## src/rtl/bcd_mod11_serial_if.sv

```systemverilog
// Operand/result handshake bundle for bcd_mod11_serial.
// master drives operands and consumes results; slave is the reducer.
interface bcd_mod11_serial_if #(
   parameter int NUM_DIGITS = 4
);
   logic                    in_valid;
   logic                    in_ready;
   logic [4*NUM_DIGITS-1:0] in_data;
   logic                    out_valid;
   logic                    out_ready;
   logic [3:0]              remainder;
   logic                    divisible;
   logic                    err;

   modport master (
      output in_valid, in_data, out_ready,
      input  in_ready, out_valid, remainder, divisible, err
   );

   modport slave (
      input  in_valid, in_data, out_ready,
      output in_ready, out_valid, remainder, divisible, err
   );
endinterface

```

## src/rtl/bcd_mod11_serial.sv

```systemverilog
// Serial BCD mod-11 reducer, MSD first; invalid-digit flag when BCD_CHECK_EN is defined.
// Latency: result valid NUM_DIGITS edges after the accepting edge.
// Backpressure: result held in DONE until out_ready; no new operand accepted until then.
module bcd_mod11_serial #(
   parameter int NUM_DIGITS = 4
) (
   input  logic              clk,
   input  logic              rst_n,
   bcd_mod11_serial_if.slave bus
);
   localparam int W  = 4 * NUM_DIGITS;
   localparam int CW = $clog2(NUM_DIGITS + 1);
   localparam logic [CW-1:0] LAST = CW'(NUM_DIGITS - 1);

   localparam logic [1:0] IDLE = 2'd0;
   localparam logic [1:0] RUN  = 2'd1;
   localparam logic [1:0] DONE = 2'd2;

   logic [1:0]    state;
   logic [W-1:0]  shreg;
   logic [3:0]    acc;
   logic [CW-1:0] cnt;

   logic [3:0] dig;
   logic [3:0] dig_red;
   logic [4:0] diff;
   logic [3:0] acc_nxt;
   logic       err_flag;

   // 10 == -1 (mod 11), so Horner's step r*10 + d becomes d - r.
   always_comb begin
      dig     = shreg[W-1 -: 4];
      dig_red = (dig > 4'd10) ? (dig - 4'd11) : dig;
      diff    = {1'b0, dig_red} - {1'b0, acc};
      acc_nxt = diff[4] ? (diff[3:0] + 4'd11) : diff[3:0];
   end

`ifdef BCD_CHECK_EN
   logic bad_digit;
   logic err_q;

   always_comb begin
      bad_digit = 1'b0;
      for (int k = 0; k < NUM_DIGITS; k++) begin
         if (bus.in_data[4*k +: 4] > 4'd9) bad_digit = 1'b1;
      end
   end

   always_ff @(posedge clk or negedge rst_n) begin
      if (!rst_n) begin
         err_q <= 1'b0;
      end else if (state == IDLE && bus.in_valid) begin
         err_q <= bad_digit;
      end
   end

   assign err_flag = err_q;
`else
   assign err_flag = 1'b0;
`endif

   always_ff @(posedge clk or negedge rst_n) begin
      if (!rst_n) begin
         state <= IDLE;
         shreg <= '0;
         acc   <= 4'd0;
         cnt   <= '0;
      end else begin
         case (state)
            IDLE: begin
               if (bus.in_valid) begin
                  shreg <= bus.in_data;
                  acc   <= 4'd0;
                  cnt   <= '0;
                  state <= RUN;
               end
            end
            RUN: begin
               acc   <= acc_nxt;
               shreg <= shreg << 4;
               cnt   <= cnt + CW'(1);
               if (cnt == LAST) state <= DONE;
            end
            DONE: begin
               if (bus.out_ready) state <= IDLE;
            end
            default: state <= IDLE;
         endcase
      end
   end

   // Result fields are forced to zero outside DONE so stale values never leak.
   assign bus.in_ready  = (state == IDLE);
   assign bus.out_valid = (state == DONE);
   assign bus.remainder = bus.out_valid ? acc : 4'd0;
   assign bus.err       = bus.out_valid & err_flag;
   assign bus.divisible = bus.out_valid & (acc == 4'd0) & ~err_flag;
endmodule

```

## src/flat_wrapper.sv

```systemverilog
// flat-port wrapper written by rule: the top's interface ports become plain ports
module bcd_mod11_serial_flat 
#(
   parameter int NUM_DIGITS = 4
)
  (clk, rst_n, bus_in_valid, bus_in_data, bus_out_ready, bus_in_ready, bus_out_valid, bus_remainder, bus_divisible, bus_err);
  bcd_mod11_serial_if #(.NUM_DIGITS(NUM_DIGITS)) bus_i ();
  input  logic clk;
  input  logic rst_n;
  input wire logic [$bits(bus_i.in_valid)-1:0] bus_in_valid;
  input wire logic [$bits(bus_i.in_data)-1:0] bus_in_data;
  input wire logic [$bits(bus_i.out_ready)-1:0] bus_out_ready;
  output wire logic [$bits(bus_i.in_ready)-1:0] bus_in_ready;
  output wire logic [$bits(bus_i.out_valid)-1:0] bus_out_valid;
  output wire logic [$bits(bus_i.remainder)-1:0] bus_remainder;
  output wire logic [$bits(bus_i.divisible)-1:0] bus_divisible;
  output wire logic [$bits(bus_i.err)-1:0] bus_err;
  assign bus_i.in_valid = bus_in_valid;
  assign bus_i.in_data = bus_in_data;
  assign bus_i.out_ready = bus_out_ready;
  assign bus_in_ready = bus_i.in_ready;
  assign bus_out_valid = bus_i.out_valid;
  assign bus_remainder = bus_i.remainder;
  assign bus_divisible = bus_i.divisible;
  assign bus_err = bus_i.err;
  bcd_mod11_serial #(.NUM_DIGITS(NUM_DIGITS)) u_core (.clk(clk), .rst_n(rst_n), .bus(bus_i));
endmodule
```

## config.mk

```make
export PLATFORM = sky130hd
export DESIGN_NAME = bcd_mod11_serial_flat
export DESIGN_NICKNAME = d
export VERILOG_FILES = /design/src/rtl/bcd_mod11_serial_if.sv /design/src/rtl/bcd_mod11_serial.sv /design/src/flat_wrapper.sv
export SDC_FILE = /design/constraint.sdc
export NUM_CORES = 1
export LEC_CHECK = 0
export BUFFER_PORTS_ARGS = -buffer_cell sky130_fd_sc_hd__buf_2
export CORE_MARGIN = 1.5
export CORE_UTILIZATION = 44
export DETAILED_ROUTE_END_ITERATION = 7
export PLACE_DENSITY = 0.66
export SYNTH_ARGS = -nofsm -noshare
export SYNTH_HDL_FRONTEND = slang
export SYNTH_SLANG_ARGS = --single-unit
```

## constraint.sdc

```tcl
create_clock -name clk -period 3.2 [get_ports clk]
set_input_delay 0.32 -clock clk [delete_from_list [all_inputs] [get_ports clk]]
set_output_delay 0.32 -clock clk [all_outputs]
set_load 0.005 [all_outputs]
```

==> out/summary.txt <==
HP Class - input port to register
Synth unique cells - 34
Max Cap Violations - 0
Clock Sinks - 25
Critical Path RT - 3.46 ns
Setup violators final - 0
Post_cts resized - 0
Crit path time final - 2.75 ns
Routed wl met3 - 80 microns
Final Hold Viols - 0
P_sw - 791 uW
Comb pwr share - 58.5%
Syn nets - 179
DR DRC count - 0
Crit path capture type - register
P_leak - 0.000747 uW
Uppermost layer routed - met4
H-tree Lvls - 1
DIE HEIGHT - 59.8 microns
Row cnt - 20
Initial antenna violation count - 0
Synth area leader - dfrtp_1
Flop pwr share - 33.8%
Power Internal - 998 uW
WP data arrival - 3.00 ns
Worst Setup SP - u_core.shreg[12]$_DFFE_PN0P_
Placeable Area - 3050 sq um
Die ar. - 3570 sq um
Clk slew on worst S/H paths - 0.13 ns
Half-perimeter wire length after placement - 2.07 mm
Global-route wire length before repair - 4.59 mm
Switch share - 44.2%
Drt pass-1 iters - 4
Final estimated routing congestion in global placement - 0.751
Crit path kind - register to register
Crit path to - u_core.acc[1]$_DFFE_PN0P_
Io pins - 28
Starting DRT DRC Count - 34
Synthesized flop and latch total - 25
Slew @ Worst Pin - 0.877 ns
CP startpoint kind - register
Flop2flop setup slack - 0.45 ns
Status - complete, no violations
Final ANT Viol Nets - 0
Layout cells sized above 1 - 22.0%
Max IR drop VDD - 359 uV
TritonCTS clock tree - yes
Nets@finish - 204
Setup bufs post-CTS - 0
Reg2reg start - u_core.shreg[12]$_DFFE_PN0P_
Syn Inst Count - 149
Total grt overflow - 0
Critical Path Fanout Max - 4
Fin Hold WS - 0.192 ns
Achievable Freq - 364 MHz
Largest cells by area after synthesis - dfrtp_1 (44%), ha_1 (7.9%), o21ai_0 (7.1%)
Reg-to-reg endpoint - u_core.acc[1]$_DFFE_PN0P_
Fill cells - 313
Root Driver - clkbuf_4
Slew HR - 41.5%
RSZ-0062 raised after global routing - no
N_diodes - 0
Fin crit share - 85.9%
Vias in the first global route - 1118
Via Count - 1129
Vias per cell - 5.20
Worst R2R Path Depth - 11
Die outline width - 59.8 microns
Longest Clk Path Bufs - 2
Largest net degree at the start of global routing - 26
Worst Skew - 0.00772 ns
Cell area after synthesis - 1420 sq um
Clk network pwr share - 7.8%
GRT Total Usage - 16.9%
CTS Buf Count - 3
M1 WL - 1.13 mm
CTS Hold Buffers Added - 1
Skew-Pair Late Insertion Delay - 0.32 ns
Routed WL per cell - 12.4 microns
Final wirelength - 2.70 mm
Warnings, synthesis - 0
Hold path start - bus_out_ready
Setup TNS - 0 ns
Top cell type's share of synthesized area - 44.1%
Initial Utilization - 46.4%
Sequential share of the synthesized area - 44.1%
PortBufs - 26
Area growth syn-to-layout - 12.8%
Final Max Slew Viols - 0
Syn avg cell area - 9.51 sq um
Wire length on met2 - 1.45 mm
P per Cell Area - 1120 nW/um^2
## layer usage
metal | track usage [%] | vias to the layer above
met1 | 18.9 | 543
met2 | 31.4 | 20
met3 | 2.81 | 5
met5 | 0 | -
li1 | - | 561
met4 | 6.67 | 0
## per-stage QoR
stage	util, %	cell area [sq um]	total power, uW	cells	setup WS (ns)
finish	52.4	1600	1790	217	0.453
CTS	52.4	1600	1820	217	0.430
global route	52.4	1600	1980	217	0.293
detailed placement	51.1	1560	1680	212	0.456
global placement	51.1	1560	1600	212	0.640
floorplan	-	1420	1460	149	0.696
## power groups by stage
stage               logic, uW  registers (uW)  clock network (uW)
detailed placement       1060             613                   0
floorplan                 924             539                   0
CTS                      1070             605                 145
global route             1190             628                 156
global placement         1000             601                   0
finish                   1050             604                 139
## cells in the final DEF (no fill, tap or decap)
cell	synthesis	routed
a211oi_1	1	1
a21oi_1	4	4
a21oi_2	1	1
a21oi_4	1	1
a22o_1	4	4
a22oi_1	11	11
a31oi_1	1	1
and2_1	1	1
and2b_1	1	1
and3b_1	1	1
buf_2	3	26
clkbuf_4	0	3
clkinv_2	0	1
conb_1	1	1
dfrtp_1	25	25
dlygate4sd3_1	0	1
fa_1	1	1
ha_1	9	9
inv_1	10	10
mux2_2	1	1
nand2_1	20	20
nand2_2	1	1
nand2b_1	3	3
nand3b_1	1	1
nor2_1	9	9
nor2b_1	2	2
nor2b_2	1	1
o21ai_0	20	20
o21ai_1	2	2
o21ai_2	1	1
o21bai_2	1	1
o22ai_1	1	1
or4_1	1	1
xnor2_1	5	5
xor2_2	1	1
## registers in the layout, summed over array words and instances (netlist names)
name and flops:
u_core.acc 4, u_core.cnt 3, u_core.shreg 16, u_core.state 2
## cells in the mapped netlist
library cell and instances:
a22o_1 4, a22oi_1 11, o21ai_2 1, a31oi_1 1, nor2_1 9, buf_4 3, or4_1 1, nand2_1 20
buf_2 3, o21bai_2 1, a211oi_1 1, fa_1 1, nand3b_1 1, a21oi_1 4, inv_1 10, nor2b_1 2
nand2b_1 3, xor2_2 1, mux2_2 1, conb_1 1, o22ai_1 1, and3b_1 1, ha_1 9, clkbuf_1 1
nand2_2 1, nor2b_2 1, and2_1 1, a21oi_2 1, a21oi_4 1, o21ai_0 20, xnor2_1 5, and2b_1 1
dfrtp_1 25, o21ai_1 2
## worst max-delay path, stage by stage (launching register included)
cell      delay [ns]
dfrtp_1         0.42
inv_1           0.09
ha_1            0.22
nor2b_1         0.20
o21ai_0         0.14
xnor2_1         0.15
ha_1            0.22
fa_1            0.39
nand2b_1        0.20
a21oi_4         0.20
mux2_2          0.35
o21ai_1         0.11
## cells by family (layout without fill, tap and decap cells)
family | after synthesis | count (layout) | synth area share, %
flops | 25 | 25 | 44.1
mux | 1 | 1 | 0.794
simple gates | 41 | 41 | 13.6
other cells | 1 | 1 | 0.265
xor+xnor | 6 | 6 | 4.24
fa+ha+maj | 10 | 10 | 9.36
buf+inv | 17 | 41 | 5.56
compound gates | 48 | 48 | 22.1
## how the worst min path moves through the flow
stage	to	slack, ns	cells after the start
after CTS	u_core.state[1]$_DFFE_PN0P_	0.18	2
after floorplan	u_core.acc[0]$_DFFE_PN0P_	0.02	0
after detailed placement	u_core.shreg[5]$_DFFE_PN0P_	0.34	1
after global routing	u_core.state[1]$_DFFE_PN0P_	0.17	2
final	u_core.state[1]$_DFFE_PN0P_	0.19	2
after global placement	u_core.shreg[5]$_DFFE_PN0P_	0.34	1
## final cells by class
cell class	instances	area (sq um)	area share, %
clock inverters	1	5.00	0.313
clock buffers	3	22.5	1.41
multi-input cells	107	713	44.6
well taps	44	55.1	3.44
repair buffers	27	140	8.76
inverters	10	37.5	2.35
flip-flops and latches	25	626	39.1
No activity file was read; power rests on OpenSTA's default activity.
